[config.mk]
export PLATFORM = sky130hd
export DESIGN_NAME = mem_arbiter
export DESIGN_NICKNAME = d
export VERILOG_FILES = /design/src/rtl/mem_arbiter.sv
export SDC_FILE = /design/constraint.sdc
export NUM_CORES = 1
export LEC_CHECK = 0
export CAP_MARGIN = 30
export CORE_AREA = 2 2 129 131
export DETAILED_ROUTE_END_ITERATION = 10
export DIE_AREA = 0 0 131 133
export DONT_BUFFER_PORTS = 1
export GPL_TIMING_DRIVEN = 0
export PLACE_DENSITY_LB_ADDON = 0.1
export SLEW_MARGIN = 5
export SYNTH_ARGS = -nofsm -noshare
export SYNTH_HDL_FRONTEND = slang
export SYNTH_SLANG_ARGS = --single-unit
[constraint.sdc]
create_clock -name clk -period 3 [get_ports clk]
set_input_delay 0.3 -clock clk [delete_from_list [all_inputs] [get_ports clk]]
set_output_delay 0.3 -clock clk [all_outputs]
set_load 0.02 [all_outputs]
[src/rtl/mem_arbiter.sv]
// Two-port memory arbiter: a fetch port and a data port share one RAM
// through an IDLE/ACCESS/RELEASE handshake. Data normally wins, but a
// pending fetch is forced through after DSTREAK consecutive data grants.
// Illegal sizes and misaligned addresses are rejected without touching the
// RAM. A missing MOC is bounded by TIMEOUT cycles.
module mem_arbiter #(
  parameter int TIMEOUT = 15,
  parameter int DSTREAK = 3
) (
  input  logic        clk,
  input  logic        rst_n,
  input  logic        if_req,
  input  logic [7:0]  if_addr,
  output logic [31:0] if_rdata,
  output logic        if_done,
  output logic        if_err,
  input  logic        d_req,
  input  logic        d_rw,
  input  logic [1:0]  d_size,
  input  logic        d_signed,
  input  logic [7:0]  d_addr,
  input  logic [31:0] d_wdata,
  output logic [31:0] d_rdata,
  output logic        d_done,
  output logic        d_err,
  output logic        mem_enable,
  output logic        mem_rw,
  output logic [7:0]  mem_addr,
  output logic [31:0] mem_wdata,
  output logic [1:0]  mem_size,
  input  logic [31:0] mem_rdata,
  input  logic        mem_moc,
  output logic        busy
);

  localparam int CW = $clog2(TIMEOUT + 1);
  localparam int SW = $clog2(DSTREAK + 2);
  localparam logic [CW-1:0] T_LAST = CW'(TIMEOUT - 1);
  localparam logic [SW-1:0] S_MAX  = SW'(DSTREAK);

  typedef enum logic [1:0] {S_IDLE, S_ACCESS, S_RELEASE} state_t;

  state_t        state;
  logic [CW-1:0] wait_cnt;
  logic [SW-1:0] streak;
  logic          is_fetch;
  logic          lat_signed;

  logic          grant_f;
  logic          grant_d;
  logic          illegal;
  logic          sel_rw;
  logic [7:0]    sel_addr;
  logic [1:0]    sel_size;
  logic [31:0]   ext_rdata;

  // Arbitration and legality check of the port that would be granted now.
  // NOTE: every always_comb output gets a default first so no path can
  // leave it unassigned and infer a latch.
  always_comb begin
    grant_f  = if_req && (!d_req || streak == S_MAX);
    grant_d  = d_req && !grant_f;
    sel_rw   = 1'b1;
    sel_addr = if_addr;
    sel_size = 2'b10;
    illegal  = (if_addr[1:0] != 2'b00);
    if (!grant_f) begin
      sel_rw   = d_rw;
      sel_addr = d_addr;
      sel_size = d_size;
      illegal  = (d_size == 2'b11)
              || (d_size == 2'b01 && d_addr[0])
              || (d_size == 2'b10 && d_addr[1:0] != 2'b00);
    end
  end

  // Sign/zero extension of the RAM read word according to the latched size.
  always_comb begin
    ext_rdata = mem_rdata;
    case (mem_size)
      2'b00:   ext_rdata = {{24{lat_signed & mem_rdata[7]}},  mem_rdata[7:0]};
      2'b01:   ext_rdata = {{16{lat_signed & mem_rdata[15]}}, mem_rdata[15:0]};
      default: ext_rdata = mem_rdata;
    endcase
  end

  // Single FSM register block; every output is a register.
  // NOTE: sequential state uses non-blocking assignments so all registers
  // update together from the values present before the edge.
  always_ff @(posedge clk or negedge rst_n) begin
    if (!rst_n) begin
      state      <= S_IDLE;
      wait_cnt   <= '0;
      streak     <= '0;
      is_fetch   <= 1'b0;
      lat_signed <= 1'b0;
      if_rdata   <= '0;
      if_done    <= 1'b0;
      if_err     <= 1'b0;
      d_rdata    <= '0;
      d_done     <= 1'b0;
      d_err      <= 1'b0;
      mem_enable <= 1'b0;
      mem_rw     <= 1'b1;
      mem_addr   <= '0;
      mem_wdata  <= '0;
      mem_size   <= 2'b00;
      busy       <= 1'b0;
    end else begin
      // Streak counts data grants that overtook a waiting fetch.
      if (!if_req)
        streak <= '0;
      else if (state == S_IDLE && grant_f)
        streak <= '0;
      else if (state == S_IDLE && grant_d && streak != S_MAX)
        streak <= streak + 1'b1;

      case (state)
        S_IDLE: begin
          if (grant_d || grant_f) begin
            busy       <= 1'b1;
            is_fetch   <= grant_f;
            lat_signed <= grant_d & d_signed;
            wait_cnt   <= '0;
            if (illegal) begin
              // Rejected request completes without a RAM cycle.
              state <= S_RELEASE;
              if (grant_f) begin
                if_done  <= 1'b1;
                if_err   <= 1'b1;
                if_rdata <= '0;
              end else begin
                d_done  <= 1'b1;
                d_err   <= 1'b1;
                d_rdata <= '0;
              end
            end else begin
              state      <= S_ACCESS;
              mem_enable <= 1'b1;
              mem_rw     <= sel_rw;
              mem_addr   <= sel_addr;
              mem_size   <= sel_size;
              if (grant_d) mem_wdata <= d_wdata;
            end
          end
        end

        S_ACCESS: begin
          if (mem_moc || wait_cnt == T_LAST) begin
            // MOC wins over a timeout landing on the same edge.
            mem_enable <= 1'b0;
            state      <= S_RELEASE;
            if (is_fetch) begin
              if_done  <= 1'b1;
              if_err   <= !mem_moc;
              if_rdata <= mem_moc ? ext_rdata : '0;
            end else begin
              d_done <= 1'b1;
              d_err  <= !mem_moc;
              if (mem_rw || !mem_moc) d_rdata <= mem_moc ? ext_rdata : '0;
            end
          end else begin
            wait_cnt <= wait_cnt + 1'b1;
          end
        end

        S_RELEASE: begin
          if_done <= 1'b0;
          if_err  <= 1'b0;
          d_done  <= 1'b0;
          d_err   <= 1'b0;
          busy    <= 1'b0;
          state   <= S_IDLE;
        end

        default: state <= S_IDLE;
      endcase
    end
  end

endmodule

* Word-level counts from Yosys, hierarchy flattened
Index checks and enable logic that the tools add are counted.
** Cells by class
- Add/subtract/negate cells :: 2
- Eq/ne operators :: 20
- Muxes and demuxes :: 53
- Bitwise gates (word level) :: 4
- Reduce and logical (&&, ||, !) cells :: 34
** Operators by type and width (count)
- 32-bit 2-to-1 mux :: 12
- 32-bit case mux with 2 select lines :: 3
- 1-bit 2-to-1 mux :: 20
- 2-bit != test, second input constant :: 9
- 6-bit AND reduction :: 3
- 1-bit case mux with 3 select lines :: 4
- 3-bit 2-to-1 mux :: 3
- 2-bit 2-to-1 mux :: 4
- 4-bit 2-to-1 mux :: 2
- 8-bit 2-to-1 mux :: 1
- 4-bit case mux with 2 select lines :: 1
- 4-bit AND reduction :: 2
- 2-bit nonzero test :: 4
- 1-bit logical AND :: 7
- 7-bit AND reduction :: 1
- 2-bit by 1-bit == test with 1-bit output, second input constant :: 3
- 2-bit == test, second input constant :: 3
- 1-bit logical OR :: 6
- 2-bit AND reduction :: 3
- 3-bit AND reduction :: 2
- 4-bit by 1-bit adder with 4-bit output, second input constant :: 1
- 4-bit == test, second input constant :: 1
- 2-bit zero test :: 2
- 1-bit case mux with 2 select lines :: 2
- 10 further kinds :: 14
** Word-level totals
- Register bits :: 124
- Input bits :: 89
- Output and inout bits :: 113

* Depth between registers and ports, before layout
Gate-level depths: netlist (run 1).
- Depth after elaboration :: 10
- Gate-level depth with buffers :: 9

* Worst setup path after synthesis (run 1)
OpenSTA, ideal clock, no wires.
- Path kind :: register to register
- Start point :: reg streak[0]
- End point :: reg if_rdata[0]
- Setup time :: 125 ps
- Data arrival time :: 2140 ps
- Required time :: 2875 ps
- Slack :: 735 ps
- Stages on the path, launching flop included :: 10
- Period minus slack after synthesis :: 2265 ps
- Cell sequence :: dfrtp_1 ha_1 ha_1 nand2b_2 nand3_1 a21oi_1 or3b_1 buf_2 buf_6 mux2_4
** On the way
- Longest elaborated chain between the ends :: 8
** RTL lines
- start, declared :: RTL line 45 : logic [SW-1:0] streak;
- start signal, assigned :: RTL line 116 : streak <= streak + 1'b1;
- 3-bit by 2-bit == test with 1-bit output (*) :: RTL line 61 : grant_f = if_req && (!d_req || streak == S_MAX);
- 1-bit logical OR (*) :: RTL line 61
- 1-bit logical AND (*) :: RTL line 61
- 1-bit zero test
- 1-bit logical AND :: RTL line 62 : grant_d = d_req && !grant_f;
- 1-bit logical OR :: RTL line 120 : if (grant_d || grant_f) begin
- 2-bit by 1-bit != test with 1-bit output (no line)
- 6-bit AND reduction (no line) (*)
- end signal, assigned :: RTL line 156 : if_rdata <= mem_moc ? ext_rdata : '0;
- end, declared :: RTL line 14 : output logic [31:0] if_rdata,
Mark *: on every way between the ends. The rest lies on a longest branch, timed or not.
A chain may end at the register's enable or synchronous reset.

* Worst setup path in the final report (run 1)
- Start point :: reg streak[0]
- End point :: reg d_rdata[28]
** On the way
- Longest elaborated chain between the ends :: 8
** RTL lines
- 3-bit by 2-bit == test with 1-bit output (*) :: RTL line 61
- 1-bit logical OR (*) :: RTL line 61
- 1-bit logical AND (*) :: RTL line 61
- 1-bit zero test
- 1-bit logical AND :: RTL line 62
- 1-bit logical OR :: RTL line 120
- 2-bit by 1-bit != test with 1-bit output (no line)
- 7-bit AND reduction (no line) (*)
- end signal, assigned :: RTL line 160 : if (mem_rw || !mem_moc) d_rdata <= mem_moc ? ext_rdata : '0;
- end, declared :: RTL line 23 : output logic [31:0] d_rdata,
Marks and branches as above.

==> out/qor.txt, run 1 <==
final hold violations -> 124
vias per cell -> 4.92
Chip Width -> 131 um
largest net degree at the start of global routing -> 125
Worst-Margin Slew -> 0.577 ns
Post-CTS Hold Buffers -> 4
Setup crit end kind -> flip-flop
TritonRoute pass-1 iters -> 4
number of port buffers -> 0
most common cell after layout, fill and taps aside -> dfrtp_1
final period utilization -> 90.2%
vias in the first global route -> 3,713
global route total overflow -> 0
number of synthesis warnings -> 0
worst hold path type -> input pin to async pin
Die H -> 133 um
Core ar. -> 16,200 um2
post-DR wirelength/cell -> 19.7 um
Ant. Diodes -> 0
Finish-stage setup viols -> 0
Fill cells -> 1,572
Setup CP Type -> flip-flop to flip-flop
CTS Buf Count -> 17
status -> complete, but fails checks
cells after synthesis -> 436
crit path max fanout -> 10
max cap viols -> 0
post-synth top area share -> 56.2%
clk_skew -> 0.0109 ns
Area contributors post-synth -> dfrtp_1, mux2_2, mux2_4, a21oi_1, nand2_1
hold slack -> -0.427 ns
Tot Pwr -> 7.03 mW
Root Buffer Master -> clkbuf_16
pwr/cell area -> 1100 nW/um2
syn nets -> 529
H-tree depth -> 4
Cell Rows -> 47
I/O pin cnt -> 202
post-route minimum period -> 2.70 ns
synthesized area per cell -> 12.6 um2
Yosys reg bits -> 124
fin. max-slew vios -> 0
most frequent cells in the layout -> dfrtp_1, mux2_2, a21oi_1
Fmax achieved -> 370 MHz
total global-route track usage -> 16.5%
critical path arrival -> 3.00 ns
CTS tree -> done
Layout area overhead -> 16.9%
total wire length -> 13,700 um
violated checks -> negative hold slack
Iter 0 DRT Violations -> 144
worst relative slew slack -> 61.5%
Clock Latency Late Sink -> 0.42 ns
nature of the critical path startpoint -> flip-flop
gp weighted congestion -> 0.744
routed via count -> 3,402
Net count, final -> 552
first-pass GRT wire length -> 21,500 um
layout cell share with drive strength beyond 1 -> 31.8%
R2R cell count -> 8
DP Wirelength -> 9730 um
Worst-path clk slew -> 0.06 ns
VDD IR max -> 0.422 mV
CP required -> 3.30 ns
total clock sinks -> 124
DRT antenna net count -> 0
worst reg2reg startpoint -> streak[0]$_DFFE_PN0P_
DRC Markers -> 0
setup TNS -> 0 ns
register-to-register setup slack -> 0.30 ns
synthesized area -> 5470 um2
RSZ-0062 raised after global routing -> no
die area -> 17,400 um2
post-synthesis cell type count -> 46
Pleak -> 3.03 nW
Max Root-Sink Buffers -> 2
sequential-to-total area share from yosys stat -> 56.7%
largest area contributor in the netlist -> dfrtp_1
Initial Utilization -> 33.8%
FF-to-FF End -> d_rdata[28]$_DFFE_PN0P_
initial antenna violation count -> 1
-- stage by stage --
stage	setup slack [ns]	hold WS [ns]	utilization, %	cell area (um2)	instances
after floorplan	0.735	0.00441	-	5470	436
after global placement	0.313	0.00744	35.6	5750	656
after detailed placement	0.282	0.00729	35.6	5750	656
after CTS	0.259	-0.445	39.6	6400	692
after global routing	0.0823	-0.454	39.6	6400	692
final	0.295	-0.427	39.6	6400	692
-- worst max-delay path: stages, from the launching register on --
cell and delay (ns):
dfrtp_1 0.39, ha_1 0.21, ha_1 0.17, nand2b_2 0.22
nand3_1 0.19, a21oi_1 0.16, nor3_2 0.49, buf_2 0.38
mux2_2 0.38
-- state kept, by name, indices dropped and copies added (netlist names) --
| signal | count |
|---|---|
| streak | 3 |
| d_done | 1 |
| d_rdata | 32 |
| busy | 1 |
| if_done | 1 |
| if_rdata | 32 |
| d_err | 1 |
| state | 2 |
| lat_signed | 1 |
| is_fetch | 1 |
| mem_enable | 1 |
| mem_addr | 8 |
| wait_cnt | 4 |
| mem_rw | 1 |
| mem_size | 2 |
| mem_wdata | 32 |
| if_err | 1 |
-- repair_timing --
item	CTS	global route
endpoints found under the setup margin	0	0
resized for setup	0	0
endpoints found under the hold margin	128	124
setup buffers	0	0
-- metal layers --
metal  part of all wire [%]  GRT usage [%]  vias to the layer above
li1                       -              -                     1573
met1                     41           19.5                     1687
met2                     48           26.1                      126
met3                    9.9           8.49                       14
met4                    1.2           5.26                        2
met5                  0.095              0                        -
-- cell type report --
type | count | area, um2 | area share (%)
timing repair buffer | 4 | 40.0 | 0.626
buffer | 25 | 135 | 2.11
clock inverter | 14 | 169 | 2.64
sequential | 124 | 3100 | 48.5
clock buffer | 18 | 439 | 6.86
inverter | 23 | 86.3 | 1.35
multi-input combinational | 264 | 2150 | 33.6
tap | 220 | 275 | 4.30
-- how the worst max path moves through the flow --
stage / start / endpoint / slack (ns) / cells after the start
2_1_floorplan: streak[0]$_DFFE_PN0P_ / if_rdata[0]$_DFFE_PN0P_ / 0.73 / 9
3_3_place_gp: streak[0]$_DFFE_PN0P_ / d_rdata[29]$_DFFE_PN0P_ / 0.31 / 8
3_5_place_dp: streak[0]$_DFFE_PN0P_ / d_rdata[28]$_DFFE_PN0P_ / 0.28 / 8
4_1_cts: streak[0]$_DFFE_PN0P_ / d_rdata[28]$_DFFE_PN0P_ / 0.26 / 8
5_1_grt: streak[0]$_DFFE_PN0P_ / d_rdata[29]$_DFFE_PN0P_ / 0.08 / 8
6_report: streak[0]$_DFFE_PN0P_ / d_rdata[28]$_DFFE_PN0P_ / 0.30 / 8
-- report_power, final --
part | total [mW] | switching (mW) | internal (mW)
combinational | 1.60 | 0.817 | 0.780
clock | 2.12 | 0.790 | 1.33
sequential | 3.32 | 1.09 | 2.23
total | 7.03 | 2.70 | 4.33
-- kinds of logic (layout without fill, tap and decap cells) --
| family | count (synthesis) | in the layout | share of synthesized area (%) |
|---|---|---|---|
| AOI/OAI and AO/OA | 83 | 83 | 9.17 |
| xor gates and xnor gates | 1 | 1 | 0.160 |
| adders and majority gates | 4 | 4 | 0.914 |
| buffers and inverters | 48 | 84 | 4.05 |
| DFF | 124 | 124 | 56.7 |
| muxes | 97 | 97 | 22.0 |
| and+or+nand+nor | 79 | 79 | 6.99 |
-- Yosys cell counts (all sizes together) --
master / number
a22o: 1
a31o: 1
clkbuf: 11
nor3: 4
inv: 23
a21oi: 40
o211ai: 3
a221oi: 1
o32ai: 1
nand2: 30
nor2: 19
or3: 1
a21boi: 1
ha: 4
and3: 8
o2bb2ai: 2
a31oi: 9
buf: 14
dfstp: 1
o311ai: 1
or3b: 1
nand3: 9
nor2b: 3
xor2: 1
and2: 1
mux2: 97
or2: 1
o21ai: 19
dfrtp: 123
o31ai: 2
a32o: 1
a211oi: 1
nand2b: 2
No activity file was read; power rests on OpenSTA's default activity.
==> run 2, diff against run 1 <==
--- a/config.mk
+++ b/config.mk
@@ -6,9 +6,9 @@
 export NUM_CORES = 1
 export LEC_CHECK = 0
 export CAP_MARGIN = 30
-export CORE_AREA = 2 2 129 131
+export CORE_AREA = 2 2 120 122
 export DETAILED_ROUTE_END_ITERATION = 10
-export DIE_AREA = 0 0 131 133
+export DIE_AREA = 0 0 122 124
 export DONT_BUFFER_PORTS = 1
 export GPL_TIMING_DRIVEN = 0
 export PLACE_DENSITY_LB_ADDON = 0.1
==> run 2 against run 1 <==
Effect of this change:
- the flow still finishes with violations (negative hold slack)
- clock-buffer cell count rose by 4
- first-iteration DRC count increased by 1.4%
- critical path depth did not move
- worst setup slack gained 0.074 ns
- global-route usage grew 1.0 points
- non-clock buffer count fell by 1
- sequential power about the same
- design area shrank 1.2%
- flip-flop and latch count unchanged
- final cell count is 5.9% lower
- largest power group unchanged
- highest routed layer is now met4
==> out/qor.txt, run 2 (synthesis gave the netlist of run 1 again) <==
status -> complete, but fails checks
violated checks -> negative hold slack
Die H -> 124 um
Core ar. -> 13,700 um2
DRC Markers -> 0
worst relative slew slack -> 63.0%
vias in the first global route -> 3,610
Initial Utilization -> 39.9%
pre-CTS setup slack -> 0.348 ns
die area -> 15,100 um2
Worst-path clk slew -> 0.06 ns
Layout area overhead -> 15.4%
Setup WS post-layout -> 0.369 ns
WL met2 -> 6120 um
layout cell share with drive strength beyond 1 -> 31.4%
Pleak -> 3.02 nW
Fill cells -> 1,307
post-DR wirelength/cell -> 20.0 um
DP Wirelength -> 9370 um
Sw Share -> 37.9%
fin. max-slew vios -> 0
number of port buffers -> 0
critical path arrival -> 2.92 ns
total clock sinks -> 124
Met1 Routed Length -> 5170 um
gp weighted congestion -> 0.721
Root Buffer Master -> clkbuf_16
hold slack -> -0.419 ns
top flop regs -> d_rdata x32, if_rdata x32, mem_wdata x32
Iter 0 DRT Violations -> 146
I/O pin cnt -> 202
Comb pwr share -> 22.9%
Setup CP Type -> flip-flop to flip-flop
worst hold path type -> input pin to async pin
DRT antenna net count -> 0
Post-CTS Hold Buffers -> 3
most common cell after layout, fill and taps aside -> dfrtp_1
max cap viols -> 0
Psw -> 2.62 mW
Max Root-Sink Buffers -> 2
post-cts sizing count -> 0
Chip Width -> 122 um
Post-CTS Setup Bufs -> 0
Fmax achieved -> 380 MHz
TritonRoute pass-1 iters -> 4
initial antenna violation count -> 0
Post-Layout Cell Count -> 651
post-route minimum period -> 2.63 ns
WL met3 -> 1420 um
final hold violations -> 124
routed via count -> 3,428
Worst-Margin Slew -> 0.553 ns
largest net degree at the start of global routing -> 125
CTS tree -> done
highest routed layer -> met4
total global-route track usage -> 17.6%
Setup crit end kind -> flip-flop
clk_skew -> 0.00502 ns
Cells after DPL -> 616
total wire length -> 13,000 um
most frequent cells in the layout -> dfrtp_1, mux2_2, a21oi_1
pwr/cell area -> 1090 nW/um2
global route total overflow -> 0
first-pass GRT wire length -> 19,900 um
crit path max fanout -> 10
final period utilization -> 87.7%
Net count, final -> 551
H-tree depth -> 4
nature of the critical path startpoint -> flip-flop
clock power share -> 29.2%
CP required -> 3.29 ns
Finish-stage setup viols -> 0
Ant. Diodes -> 0
VDD IR max -> 0.454 mV
Tot Pwr -> 6.91 mW
Clock Latency Late Sink -> 0.41 ns
vias per cell -> 5.27
Internal Pwr Total -> 4.29 mW
Seq pwr share -> 47.9%
RSZ-0062 raised after global routing -> no
Register Area -> 3100 um2
area of the multi-input gates -> 2150 um2
Cell Rows -> 43
setup TNS -> 0 ns
CTS Buf Count -> 17
==> run 2: changes by cell type in the layout (fill, tap and decap cells not counted), sizes merged <==
cell	delta
bufinv	-1
clkbuf	+4
clkinv	-3
clkinvlp	+1
dlygate4sd3	-1
inv	-1
==> run 2: final cells by class <==
| class | instances | share of cell area, % |
|---|---|---|
| inverter | 23 | 1.37 |
| buffer | 25 | 2.14 |
| sequential | 124 | 49.1 |
| clock inverter | 10 | 1.82 |
| timing repair buffer | 3 | 0.475 |
| tap | 180 | 3.56 |
| clock buffer | 22 | 7.50 |
| multi-input combinational | 264 | 34.0 |
==> run 2: per-stage QoR <==
| step | utilization (%) | cell area (um2) |
|---|---|---|
| 5_1_grt | 46.1 | 6320 |
| 4_1_cts | 46.1 | 6320 |
| 3_3_place_gp | 41.5 | 5700 |
| 3_5_place_dp | 41.5 | 5700 |
| 6_report | 46.1 | 6320 |
| 2_1_floorplan | - | 5470 |
==> run 2: power by group through the flow <==
stage	Combinational, mW	Clock, mW	Sequential (mW)
global placement	1.57	0	3.35
detailed placement	1.61	0	3.35
finish	1.58	2.02	3.31
CTS	1.61	2.06	3.33
floorplan	1.31	0	3.17
global route	1.77	2.14	3.39
==> run 2: critical path, stage by stage (launching register included) <==
cell      delay [ns]
dfrtp_1         0.39
ha_1            0.21
ha_1            0.17
nand2b_2        0.22
nand3_1         0.19
a21oi_1         0.15
nor3_2          0.44
buf_2           0.37
mux2_2          0.37
==> run 2: final timing paths <==
kind                                        endpoint  cells past startpoint  slack (ns)                  start
setup / recovery             d_rdata[27]$_DFFE_PN0P_                      8        0.37  streak[0]$_DFFE_PN0P_
hold / removal               if_rdata[3]$_DFFE_PN0P_                      0       -0.42                  rst_n
setup reg to reg             d_rdata[27]$_DFFE_PN0P_                      8        0.37  streak[0]$_DFFE_PN0P_
hold reg to reg                streak[1]$_DFFE_PN0P_                      2        0.54  streak[1]$_DFFE_PN0P_
max in group asynchronous         mem_rw$_DFFE_PN1P_                      0        3.16                  rst_n
min in group clk           mem_wdata[28]$_DFFE_PN0P_                      1        0.02            d_wdata[28]
==> run 2: per-layer routing <==
metal / GRT usage (%) / vias to the layer above
li1: - / 1576
met1: 20.5 / 1686
met2: 27.4 / 141
met3: 8.75 / 25
met4: 7.47 / 0
met5: 0 / -
